### src/rtl/ctrl_seq.sv
// ctrl_seq: multi-cycle FETCH/DECODE/EXEC/WB sequencer driving ALU, regfile, flag and PC strobes
module ctrl_seq #(
  parameter int INSTW = 16,
  parameter int OPW   = 4,
  parameter int ALUW  = 4
) (
  input  logic             i_clk,
  input  logic             i_rst,
  input  logic [INSTW-1:0] i_inst,
  input  logic             i_fetch_ack,
  input  logic             i_stall,
  output logic             o_fetch_req,
  output logic [ALUW-1:0]  o_alu_do,
  output logic             o_alu_en,
  output logic             o_reg_we,
  output logic             o_flag_we,
  output logic             o_pc_inc,
  output logic             o_illegal,
  output logic [1:0]       o_state
);
  localparam logic [1:0] S_FETCH = 2'd0, S_DECODE = 2'd1, S_EXEC = 2'd2, S_WB = 2'd3;
  localparam logic [OPW-1:0] OP_MOV = 'd0, OP_ADD = 'd1, OP_SUB = 'd2, OP_ASR = 'd3,
                             OP_ASL = 'd4, OP_OR = 'd5, OP_AND = 'd6, OP_XOR = 'd7,
                             OP_LSL = 'd8, OP_LSR = 'd9, OP_CND = 'd10;
  localparam logic [ALUW-1:0] ALU_NOP = 'd0, ALU_MOV = 'd1, ALU_ADD = 'd2, ALU_SUB = 'd3,
                              ALU_ASR = 'd4, ALU_ASL = 'd5, ALU_OR = 'd6, ALU_AND = 'd7,
                              ALU_XOR = 'd8, ALU_LSL = 'd9, ALU_LSR = 'd10, ALU_CND = 'd11;
  logic [1:0]       r_state;
  logic [INSTW-1:0] r_inst;
  logic [OPW-1:0]   w_op;
  logic [ALUW-1:0]  w_alu;
  logic             w_legal;
  logic             w_unused;
  assign w_op     = r_inst[INSTW-1 -: OPW];
  assign w_unused = ^r_inst[INSTW-OPW-1:0];
  assign o_state  = r_state;
  always_comb begin
    w_alu   = ALU_NOP;
    w_legal = 1'b1;
    case (w_op)
      OP_MOV:  w_alu = ALU_MOV;
      OP_ADD:  w_alu = ALU_ADD;
      OP_SUB:  w_alu = ALU_SUB;
      OP_ASR:  w_alu = ALU_ASR;
      OP_ASL:  w_alu = ALU_ASL;
      OP_OR:   w_alu = ALU_OR;
      OP_AND:  w_alu = ALU_AND;
      OP_XOR:  w_alu = ALU_XOR;
      OP_LSL:  w_alu = ALU_LSL;
      OP_LSR:  w_alu = ALU_LSR;
      OP_CND:  w_alu = ALU_CND;
      default: w_legal = 1'b0;
    endcase
  end
  always_ff @(posedge i_clk) begin
    if (i_rst) begin
      r_state     <= S_FETCH;
      r_inst      <= '0;
      o_alu_do    <= ALU_NOP;
      o_fetch_req <= 1'b0;
      o_pc_inc    <= 1'b0;
      o_alu_en    <= 1'b0;
      o_reg_we    <= 1'b0;
      o_flag_we   <= 1'b0;
      o_illegal   <= 1'b0;
    end else begin
      o_pc_inc  <= 1'b0;
      o_alu_en  <= 1'b0;
      o_reg_we  <= 1'b0;
      o_flag_we <= 1'b0;
      o_illegal <= 1'b0;
      case (r_state)
        S_FETCH:
          if (o_fetch_req && i_fetch_ack) begin
            r_inst      <= i_inst;
            o_fetch_req <= 1'b0;
            o_pc_inc    <= 1'b1;
            r_state     <= S_DECODE;
          end else begin
            o_fetch_req <= 1'b1;
          end
        S_DECODE:
          if (!i_stall) begin
            o_alu_do  <= w_alu;
            o_illegal <= !w_legal;
            r_state   <= w_legal ? S_EXEC : S_FETCH;
          end
        S_EXEC:
          if (!i_stall) begin
            o_alu_en <= 1'b1;
            r_state  <= S_WB;
          end
        default:
          if (!i_stall) begin
            o_flag_we <= w_op == OP_CND;
            o_reg_we  <= w_op != OP_CND;
            r_state   <= S_FETCH;
          end
      endcase
    end
  end
endmodule
### config.mk
export PLATFORM = sky130hd
export DESIGN_NAME = ctrl_seq
export DESIGN_NICKNAME = d
export VERILOG_FILES = /design/src/rtl/ctrl_seq.sv
export SDC_FILE = /design/constraint.sdc
export NUM_CORES = 1
export LEC_CHECK = 0
export ABC_CLOCK_PERIOD_IN_PS = 1600
export BUFFER_PORTS_ARGS = -buffer_cell sky130_fd_sc_hd__buf_2
export CELL_PAD_IN_SITES_DETAIL_PLACEMENT = 1
export CELL_PAD_IN_SITES_GLOBAL_PLACEMENT = 1
export CORE_MARGIN = 2
export CORE_UTILIZATION = 30
export DETAILED_ROUTE_END_ITERATION = 16
export HOLD_SLACK_MARGIN = 0.15
export PLACE_DENSITY_LB_ADDON = 0.1
export RECOVER_POWER = 25
export SKIP_CTS_REPAIR_TIMING = 1
export SYNTH_ARGS = -nofsm -noshare
export SYNTH_HDL_FRONTEND = slang
export SYNTH_SLANG_ARGS = --single-unit
export TNS_END_PERCENT = 20
### constraint.sdc
create_clock -name i_clk -period 1.6 [get_ports i_clk]
set_clock_uncertainty 0.15 [all_clocks]
set_input_delay 0.16 -clock i_clk [delete_from_list [all_inputs] [get_ports i_clk]]
set_output_delay 0.16 -clock i_clk [all_outputs]
set_load 0.05 [all_outputs]
# Word-level counts from Yosys, hierarchy flattened
# Cells that the tools add are included.
# word_totals
out_inout_bits	12
input_bits	20
wordCells	53
register_bits	28
# op_classes
bitwise_logic	4
mux	11
n_reduce_logical	12
n_eq_ne	17
# ops
op	n
$pmux 4 s11	1
$eq 4x3->1 const B	4
$eq 4x4->1 const B	3
$reduce_or 11->1	1
$mux 2	5
$eq 4x2->1 const B	2
$ne 2x2->1 const B	3
$pmux 2 s3	1
$reduce_or 5->1	1
$eq 4x1->1 const B	1
$logic_not 4->1	1
$mux 1	4
$ne 4x4->1 const B	1
$not 1->1	4
$reduce_and 2->1	2
$reduce_and 4->1	1
$reduce_or 2->1	2
$reduce_or 3->1	1
$eq 2x1->1 const B	1
$eq 2x2->1 const B	1
$logic_not 2->1	1
$ne 2x1->1 const B	1
$logic_and 1x1->1	1
$logic_not 1->1	1

# Depth between registers and ports, before layout
# Gate-level depths: netlist of the first run.
# depth
depth_word	6
ltp_mapped	5
depth_no_buf	5

# Worst setup path after synthesis of the first run
# No wires, ideal clock.
# synth_timing
path_kind	register -> register
from	register r_state[1], in the netlist o_state[1]
to	register o_reg_we
arrival_time_ns	1.693
setup_time_ns	0.065
stages_incl_launch_ff	5
slack_ns	-0.308
t_required_ns	1.385
n_path_buf	0
path_cell_list	dfxtp_1 inv_1 ha_1 or4_1 nor2b_1
# synth_via
elab_chain_len	2
word_cells_on_any_way	4
# synth_rtl
item	line_no	text
start, declared	28	logic [1:0] r_state;
start signal, assigned	86	r_state <= w_legal ? S_EXEC : S_FETCH;
$eq 2x2->1, or another cell as far along	72	case (r_state)
$reduce_or 5->1 (no line) (*)	--	
end signal, assigned	63	o_reg_we <= 1'b0;
end signal, assigned	69	o_reg_we <= 1'b0;
end signal, assigned	96	o_reg_we <= w_op != OP_CND;
end, declared	15	output logic o_reg_we,
# Mark *: on every way between the ends. The rest lies on a longest branch, timed or not.
# A chain may end at the register's enable or synchronous reset.

# Worst setup path in the final report of the first run
# layout_timing
from	register r_state[0], in the netlist o_state[0]
to	register r_state[1], in the netlist o_state[1]
# layout_via
elab_chain_len	3
word_cells_on_any_way	9
# layout_rtl
item	line_no
$eq 2x1->1, or another cell as far along	72
$ne 2x2->1 (no line) / $ne 2x1->1 (equally long branches)	--
$reduce_and 4->1 (no line)	--
# Parallel ways exist; a longest one is shown, timed or not.

==> results of run 1 <==
-- final cells by class --
class | instances | area [sq um] | share of cell area (%)
Multi-Input combinational cell | 52 | 365 | 39.5
Sequential cell | 16 | 328 | 35.4
Timing Repair Buffer | 26 | 156 | 16.9
Tap cell | 28 | 35.0 | 3.78
Clock buffer | 3 | 22.5 | 2.43
Inverter | 4 | 15.0 | 1.62
Clock inverter | 1 | 3.75 | 0.405
-- worst paths after layout --
| kind | slack [ns] | endpoint | startpoint |
|---|---|---|---|
| hold / removal | 0.18 | o_pc_inc | i_fetch_ack |
| setup / recovery | 0.1 | o_state[1] | o_state[0] |
| setup reg to reg | 0.1 | o_state[1] | o_state[0] |
| hold reg to reg | 0.30 | o_alu_do[1] | o_alu_do[1] |
-- per-layer routing --
metal | share of wire (%) | up-vias | routed length [um]
li1 | - | 314 | -
met1 | 47 | 277 | 744
met2 | 46 | 16 | 733
met3 | 5.2 | 5 | 82
met4 | 1.7 | 0 | 27
met5 | 0 | - | 0
-- worst min-delay path, delay by kind of cell --
family | cells | cell delay, ns
and+or+nand+nor | 2 | 0.30
buffers and inverters | 1 | 0.11
-- cell families after synthesis --
| logic type | Yosys count | synth area share, % |
|---|---|---|
| simple gates | 29 | 21.9 |
| flops | 16 | 45.9 |
| compound gates | 15 | 15.8 |
| buf+inv | 7 | 4.12 |
| mux | 4 | 5.73 |
| fa+ha+maj | 3 | 5.38 |
| xor+xnor | 1 | 1.25 |
-- metrics by stage --
| step | power, W | setup TNS [ns] | cell area, sq um |
|---|---|---|---|
| 3_5_place_dp | 0.00104 | 0 | 832 |
| 4_1_cts | 0.00126 | -0.00625 | 858 |
| 6_report | 0.00128 | 0 | 926 |
| 5_1_grt | 0.00138 | -0.00216 | 926 |
| 2_1_floorplan | 0.000910 | 0 | 708 |
| 3_3_place_gp | 0.00102 | 0 | 832 |
-- power by group through the flow --
stage | Combinational (W) | Clock, W | Sequential, W
2_1_floorplan | 0.000250 | 0 | 0.000660
3_3_place_gp | 0.000503 | 0 | 0.000521
3_5_place_dp | 0.000509 | 0 | 0.000527
4_1_cts | 0.000513 | 0.000234 | 0.000517
5_1_grt | 0.000595 | 0.000248 | 0.000534
6_report | 0.000545 | 0.000220 | 0.000519
-- sequential cells by signal, indices dropped and copies added, names as in the netlist --
register     count
o_alu_do         4
o_alu_en         1
o_fetch_req      1
o_flag_we        1
o_illegal        1
o_pc_inc         1
o_reg_we         1
o_state          2
r_inst           4
-- cells in the final DEF, fill, tap and decap left out, drive strengths merged, types with 2 or more instances in the layout --
cell | netlist | final
a21oi | 5 | 5
buf | 2 | 15
clkbuf | 1 | 8
dfxtp | 16 | 16
dlygate4sd3 | 0 | 6
ha | 3 | 3
inv | 4 | 4
mux2i | 4 | 4
nand2 | 6 | 6
nand2b | 2 | 2
nor2 | 8 | 8
nor2b | 2 | 2
nor3b | 2 | 2
o211ai | 3 | 3
o21ai | 2 | 2
==> results.md, run 1 <==
- Outcome: complete, no violations
- H-tree Lvls: 1
- Die width: 52.2 um
- Met2 GRT Util: 19.2%
- Die area: 0.00273 sq mm
- Tcrit/Tclk final: between 90% and 100%
- Synth warnings: 0
- Share of layout cells above drive strength 1: between 20 and 30%
- Clock root cell: clkbuf_4
- Hold Crit Class: in -> reg
- Via count: 612
- Layout Cells excl Fill: 130
- CP delay by family, top: compound AO/OA/AOI/OAI gates
- Clock power frac: approximately 17%
- Syn Nets: 98
- Max clock buf depth: 2
- Antenna violations before repair: 0
- Crit. End Element: flop
- Detailed Route Iter0 Violations: 1
- Core area: 0.00221 sq mm
- Hold_ws: between 0.15 and 0.2 ns
- Sequential cell area fraction in the yosys report: about 46%
- Largest net degree at the start of global routing: 16
- Synth area leaders: dfxtp_1, mux2i_1, ha_1
- Placed instance count: 120
- Vias in the first global route: ~570
- Final core utilization: between 40% and 50%
- DRT antenna net count: 0
- Worst path cell trace: inv_2, ha_4, a21bo_1, and3_1, a221oi_2
- Pre-antenna DRT Iters: 2
- Max_cap viols: 0
- DRC Markers: 0
- Layout area overhead: 32.6%
- Port bufs: 19
- Synth Instances: 75
- Fillers: 277
- Slew Viols, Final: 0
- WHS Path Cells: 3
- Period minus WS final: between 1.5 and 2 ns
- Final hold vios: 0
- RSZ-0062 raised after global routing: yes
- Worst path max stage delay: ~0.37 ns
- Critical-path top delay cell: dfxtp_4
- Top post-synthesis cells by count: dfxtp_1, nor2_1, nand2_1
- Clock Latency Late Sink: 0.29 ns
- Gr busiest metal: met2
- Chip height: between 50 and 60 um
- Final layout net count: 126
- Gr usage total: 13.3%
- Dpl hpwl: approximately 1100 um
- Peak VDD IR: between 600 and 700 uV
- Yosys top cell area share: between 40% and 50%
- Yosys cell types: 31
- Reg power frac: a little over 40%
- Initial Utilization: a little under a third
- Global-route wire length before repair: ~2600 um
- Post-synth top area cell: dfxtp_1
- Clock sink count: 16
- Cell depth of the worst setup path: 5
- Fmax: between 600 and 700 MHz
- Clock tree from TritonCTS: built
- GR met3 Demand/Resource: about 6.0%
- Most used DFF post-synth: dfxtp_1
- Largest fanout on the critical path: 6
- Sw Ratio: 41.3%
- Inserted Clock Buffers: 3
- Global route overflow: 0
- FF+latch count, synth: 16
- CP Buf/Inv Count: 1
- Synth Area per Inst: between 9 and 10 sq um
- Worst slew margin: roughly three fifths
- Count leader, synth: dfxtp_1
- Setup Crit Path Kind: reg -> reg
- Boundary pin count: 32
- CTS clk-pin slew, worst paths: 0.10 ns
- CP startpoint kind: flop
- Rows: 17
- Leak pwr: ~0.4 nW
- Via/cell ratio: roughly 4.7
- R2R depth: 5
- Met1 usage: between 10% and 20%
- Cell Area, Synth: between 600 and 700 sq um
- Psw: between 0.0005 and 0.0006 W
- Antenna diode count: 0
- Drt wl/cell: between 10 and 15 um
- Logic pwr share: 42.5%
- PD cells: roughly 1400 mW/mm^2
- Final Setup Violations: 0
- Post-synth ARST share: 0%
- Worst path required time: 1.66 ns
- Worst Tran Pin Value: roughly 0.59 ns
- Dpl ws: 0.0145 ns
- Crit path DAT: ~1.6 ns
- Internal: 0.000753 W
- Final setup margin: around 0.1 ns
- Routed Wire Length: between 1500 and 2000 um
- Gp weighted congestion: ~0.65
- Post-synth EDFFs: 0
(Power assumes the default switching activity.)
==> run 2: changes to the inputs <==
- CELL_PAD_IN_SITES_GLOBAL_PLACEMENT: 1 -> 2
- CORE_UTILIZATION: 30 -> 25
- CTS_CLUSTER_DIAMETER: not set -> 30
==> run 2 against run 1 <==
  * Final cell count grew 2.3%
  * Critical path depth is the same
  * Wire length grew 3.8%
  * Hold slack gained 0.010 ns
  * Count of clock-buffer cells in the layout grew 1
  * Sequential share of layout area shrank 0.095 points
  * Sequential power is essentially flat
  * Sequential cell count is the same
  * Critical endpoint unchanged
==> results.md, run 2 (synthesis results as in run 1) <==
- Outcome: complete, no violations
- Worst path required time: 1.65 ns (about the same)
- Die area: 0.00323 sq mm (+18%)
- H-tree Lvls: 1 (unchanged)
- Dpl hpwl: 1150 um (+1.3%)
- Tcrit/Tclk final: 93.9% (+0.17 points)
- Pre-antenna DRT Iters: 4 (+2)
- Psw: 0.000526 W (-0.74%)
- Initial Utilization: 25.8% (-5.8 points)
- Setup Crit Path Kind: reg -> reg
- Gp weighted congestion: 0.645 (-0.34%)
- Critical-path top delay cell: dfxtp_4
- Logic pwr share: 42.1% (-0.4 points)
- Peak VDD IR: 745 uV (+17%)
- Detailed Route Iter0 Violations: 7 (+6)
- Crit path DAT: 1.56 ns (about the same)
- DRT met1 WL: 867 um (+17%)
- Crit. End Element: flop
- Antenna diode count: 0 (unchanged)
- Clock Latency Late Sink: 0.29 ns (about the same)
- Clock power frac: 17.6% (+0.5 points)
- Top Layer Used: met4
- Via count: 602 (-1.6%)
- Routed Wire Length: 1650 um (+3.8%)
- Worst slew margin: 60.3% (-0.33 points)
- Period minus WS final: 1.50 ns (+0.00272 ns)
- Design Area, Final: 928 sq um (+0.27%)
- Largest net degree at the start of global routing: 16 (unchanged)
- Setup TNS: 0 ns (unchanged)
- Clock sink count: 16 (unchanged)
- Drt wl/cell: 12.4 um (+1.5%)
- Clock root cell: clkbuf_4
- Leak pwr: 0.397 nW (-0.77%)
- Max_cap viols: 0 (unchanged)
- Die width: 56.8 um (+8.8%)
- Largest fanout on the critical path: 6 (unchanged)
- Worst path max stage delay: 0.37 ns (about the same)
- Layout area overhead: 33.0%
- CP delay by family, top: compound AO/OA/AOI/OAI gates
- Hold Crit Class: in -> reg
- Chip height: 56.8 um (+8.8%)
- Worst path cell trace: inv_2, ha_4, a21bo_1, and3_1, a221oi_2
- Sw Ratio: 41.0% (-0.27 points)
- DRT antenna net count: 0 (unchanged)
- Max clock buf depth: 2 (unchanged)
- Internal: 0.000756 W (+0.39%)
- Global route overflow: 0 (unchanged)
- CP startpoint kind: flop
- Most frequent cells in the layout: buf_2, dfxtp_1, nor2_1
- Share of layout cells above drive strength 1: 25.5% (unchanged)
- Global-route wire length before repair: 2640 um (+3.2%)
- Antenna violations before repair: 0 (unchanged)
- Final layout net count: 126 (unchanged)
- Inserted Clock Buffers: 3 (unchanged)
- Met3 wire len: 103 um (+26%)
- Met2 routed WL: 661 um (-9.8%)
- Port bufs: 19 (unchanged)
- Core area: 0.00271 sq mm (+23%)
- Gr usage total: 10.8% (-2.5 points)
- RSZ-0062 raised after global routing: no
- Fmax: 665 MHz (-0.18%)
- Worst Tran Pin Value: 0.598 ns (+0.00494 ns)
- Boundary pin count: 32 (unchanged)
- Vias in the first global route: 563 (-0.71%)
- Slew Viols, Final: 0 (unchanged)
- Final hold vios: 0 (unchanged)
- Via/cell ratio: 4.53 (-3.9%)
- PD cells: 1380 mW/mm^2 (-0.35%)
- DRC Markers: 0 (unchanged)
- CP Buf/Inv Count: 1 (unchanged)
- Final Setup Violations: 0 (unchanged)
- Reg power frac: 40.3% (about the same)
- Rows: 19 (+2)
- Placed Area: 836 sq um (+0.45%)
- Clock tree from TritonCTS: built
- CTS clk-pin slew, worst paths: 0.10 ns (about the same)
## run 2: cell types whose count changed in the layout (fill, tap and decap cells not counted)
cell      previous run  this run
clkinv_1             1         0
ha_2                 0         1
clkbuf_1             5         6
ha_1                 2         1
or4_4                1         0
or4_1                0         1
## run 2: layer usage
layer | vias up | global-route usage, %
li1 | 319 | -
met1 | 263 | 15.1
met2 | 18 | 14.8
met3 | 2 | 4.84
met4 | 0 | 2.99
met5 | - | 0
## run 2: layout make-up
class	instances	area, sq um
Clock buffer	4	26.3
Timing Repair Buffer	26	156
Fill cell	342	1780
Sequential cell	16	328
Tap cell	31	38.8
Multi-Input combinational cell	52	364
Inverter	4	15.0
## run 2: power by group through the flow
stage	Sequential (W)	Combinational (W)	Clock (W)
floorplan	0.000660	0.000250	0
global placement	0.000523	0.000508	0
detailed placement	0.000524	0.000511	0
CTS	0.000516	0.000513	0.000241
global route	0.000528	0.000592	0.000262
finish	0.000517	0.000540	0.000226
## run 2: worst register-to-register path, delay by kind of cell, from the launching register on
kind | cells | cell delay, ns
AO/OA/AOI/OAI | 2 | 0.45
flip-flops | 1 | 0.37
AND/OR/NAND/NOR | 1 | 0.20
adder cells (fa/ha/maj) | 1 | 0.17
buffers and inverters | 1 | 0.09
## run 2: metrics by stage
step	hold slack [ns]	power [W]	util, %	setup WS (ns)	cells
2_1_floorplan	0.0670	0.000910	-	0.0229	75
3_3_place_gp	0.240	0.00103	30.8	0.0327	123
3_5_place_dp	0.251	0.00104	30.8	0.0102	123
4_1_cts	-0.0612	0.00127	31.8	-0.0164	127
5_1_grt	0.204	0.00138	34.3	0.00801	133
6_report	0.190	0.00128	34.3	0.0970	133
## run 2: final timing paths
kind	from	to	slack (ns)	cells past startpoint
max	o_state[0]	o_state[1]	0.1	5
min reg2reg	o_alu_do[1]	o_alu_do[1]	0.31	2
max reg2reg	o_state[0]	o_state[1]	0.1	5
min	i_fetch_ack	o_pc_inc	0.19	3
==> run 3: changes to the inputs <==
- CTS_BUF_LIST: not set -> sky130_fd_sc_hd__clkbuf_16
==> run 3 against run 2 <==
  * Sequential power about the same
  * Register-to-register slack about the same
  * Combinational power about the same
  * Utilization up 1.8 points
  * Via count up 0.83%
  * Power up 20%
  * First-iteration DRC count unchanged
  * Wire length up 0.61%
  * Final cell count unchanged
  * Final area up 5.3%
==> results.md, run 3 (synthesis results as in run 1) <==
- Peak VDD IR: 814 uV (+9.4%)
- Max_cap viols: 0 (unchanged)
- Largest fanout on the critical path: 15 (+9)
- Antenna violations before repair: 0 (unchanged)
- Worst slew margin: 60.3% (about the same)
- Worst path required time: 1.63 ns (-0.02 ns)
- Fmax: 658 MHz (-1.1%)
- Share of layout cells above drive strength 1: 23.5% (-2.0 points)
- Rows: 19 (unchanged)
- H-tree Lvls: 1 (unchanged)
- Fillers: 335 (-2.0%)
- Core area: 0.00271 sq mm (unchanged)
- Dpl hpwl: 1150 um (unchanged)
- Initial Utilization: 25.8% (unchanged)
- Leak pwr: 0.417 nW (+4.9%)
- Routed Wire Length: 1660 um (+0.61%)
- Drt wl/cell: 12.5 um (+0.61%)
- Detailed Route Iter0 Violations: 7 (unchanged)
- Outcome: complete, no violations
- Pre-antenna DRT Iters: 3 (-1)
- Gr usage total: 11.1% (+0.33 points)
- Boundary pin count: 32 (unchanged)
- Via/cell ratio: 4.56 (+0.83%)
- Die width: 56.8 um (unchanged)
- Setup TNS: 0 ns (unchanged)
- Vias in the first global route: 561 (-0.36%)
- CTS clk-pin slew, worst paths: 0.05 ns (-0.05 ns)
- Clock root cell: clkbuf_16
- Hold Crit Class: in -> reg
- RSZ-0062 raised after global routing: no
- DRC Markers: 0 (unchanged)
- DRT antenna net count: 0 (unchanged)
- Max clock buf depth: 2 (unchanged)
- Clock Latency Late Sink: 0.25 ns (-0.04 ns)
- Worst Tran Pin Value: 0.598 ns (+0.00000256 ns)
- Tcrit/Tclk final: 95.0% (+1.1 points)
- Area of the multi-input gates: 363 sq um (-0.34%)
- Clock sink count: 16 (unchanged)
- Period minus WS final: 1.52 ns (+0.0172 ns)
- Inserted Clock Buffers: 3 (unchanged)
- Antenna diode count: 0 (unchanged)
- Largest net degree at the start of global routing: 16 (unchanged)
- Register area: 328 sq um (unchanged)
- Crit. End Element: flop
- Chip height: 56.8 um (unchanged)
- Gp weighted congestion: 0.645 (unchanged)
- Via count: 607 (+0.83%)
- Setup Crit Path Kind: in -> reg
- Die area: 0.00323 sq mm (unchanged)
- Global route overflow: 0 (unchanged)
- Port bufs: 19 (unchanged)
- Crit path DAT: 1.55 ns (about the same)
- Slew Viols, Final: 0 (unchanged)
- Clock tree from TritonCTS: built
- Global-route wire length before repair: 2680 um (+1.3%)
- Most frequent cells in the layout: dfxtp_1, buf_2, nor2_1, clkbuf_1
- Final layout net count: 126 (unchanged)
- Final Setup Violations: 0 (unchanged)
- PD cells: 1580 mW/mm^2 (+14%)
- Layout area overhead: 40.0%
- CP startpoint kind: input pin
- Most common cell after layout, fill and taps aside: dfxtp_1
- Final hold vios: 0 (unchanged)
- Hold_ws: 0.240 ns (+0.0500 ns)
## run 3: changes by cell type in the layout (fill, tap and decap cells not counted)
cell       previous run  this run
clkbuf_4              3         0
ha_2                  1         0
ha_1                  1         2
clkbuf_16             0         3
inv_1                 2         3
and2b_2               0         1
and2b_1               1         0
clkbuf_1              6         7
buf_2                14        12
## run 3: critical path, stage by stage
cell           delay [ns]
dlygate4sd3_1        0.53
buf_2                0.22
or4_1                0.52
nor2b_1              0.12
## run 3: power by group
part           switching, W  internal [W]
Clock              0.000154      0.000331
Sequential        0.0000542      0.000465
Combinational      0.000343      0.000194
## run 3: routing by layer
| metal | up-vias | wire (um) | GRT usage [%] | part of all wire, % |
|---|---|---|---|---|
| li1 | 318 | - | - | - |
| met1 | 269 | 861 | 15.0 | 52 |
| met2 | 18 | 683 | 15.1 | 41 |
| met3 | 2 | 94 | 4.84 | 5.7 |
| met4 | 0 | 18 | 4.98 | 1.1 |
| met5 | - | 0 | 0 | 0 |
## run 3: layout make-up
cell class | instances | area share [%]
multi-input cells | 52 | 37.1
flip-flops and latches | 16 | 33.5
repair buffers | 26 | 15.7
clock buffers | 3 | 7.68
well taps | 31 | 3.97
inverters | 4 | 1.54
clock inverters | 1 | 0.384
## run 3: path summary, 6_finish.rpt
kind	startpoint	slack [ns]	cells past startpoint	to
min	i_fetch_ack	0.24	3	o_pc_inc
min reg2reg	o_alu_do[1]	0.30	2	o_alu_do[1]
max	i_rst	0.08	4	o_reg_we
max reg2reg	o_state[0]	0.10	5	o_state[1]
## run 3: through the flow
stage	util, %	instance area (sq um)	setup slack, ns	power (W)	std cells
final	36.1	977	0.0799	0.00154	133
after global routing	36.1	977	0.00227	0.00164	133
after CTS	33.7	915	-0.00438	0.00154	127
after detailed placement	30.8	836	0.0102	0.00104	123
after global placement	30.8	836	0.0327	0.00103	123
after floorplan	-	708	0.0229	0.000910	75
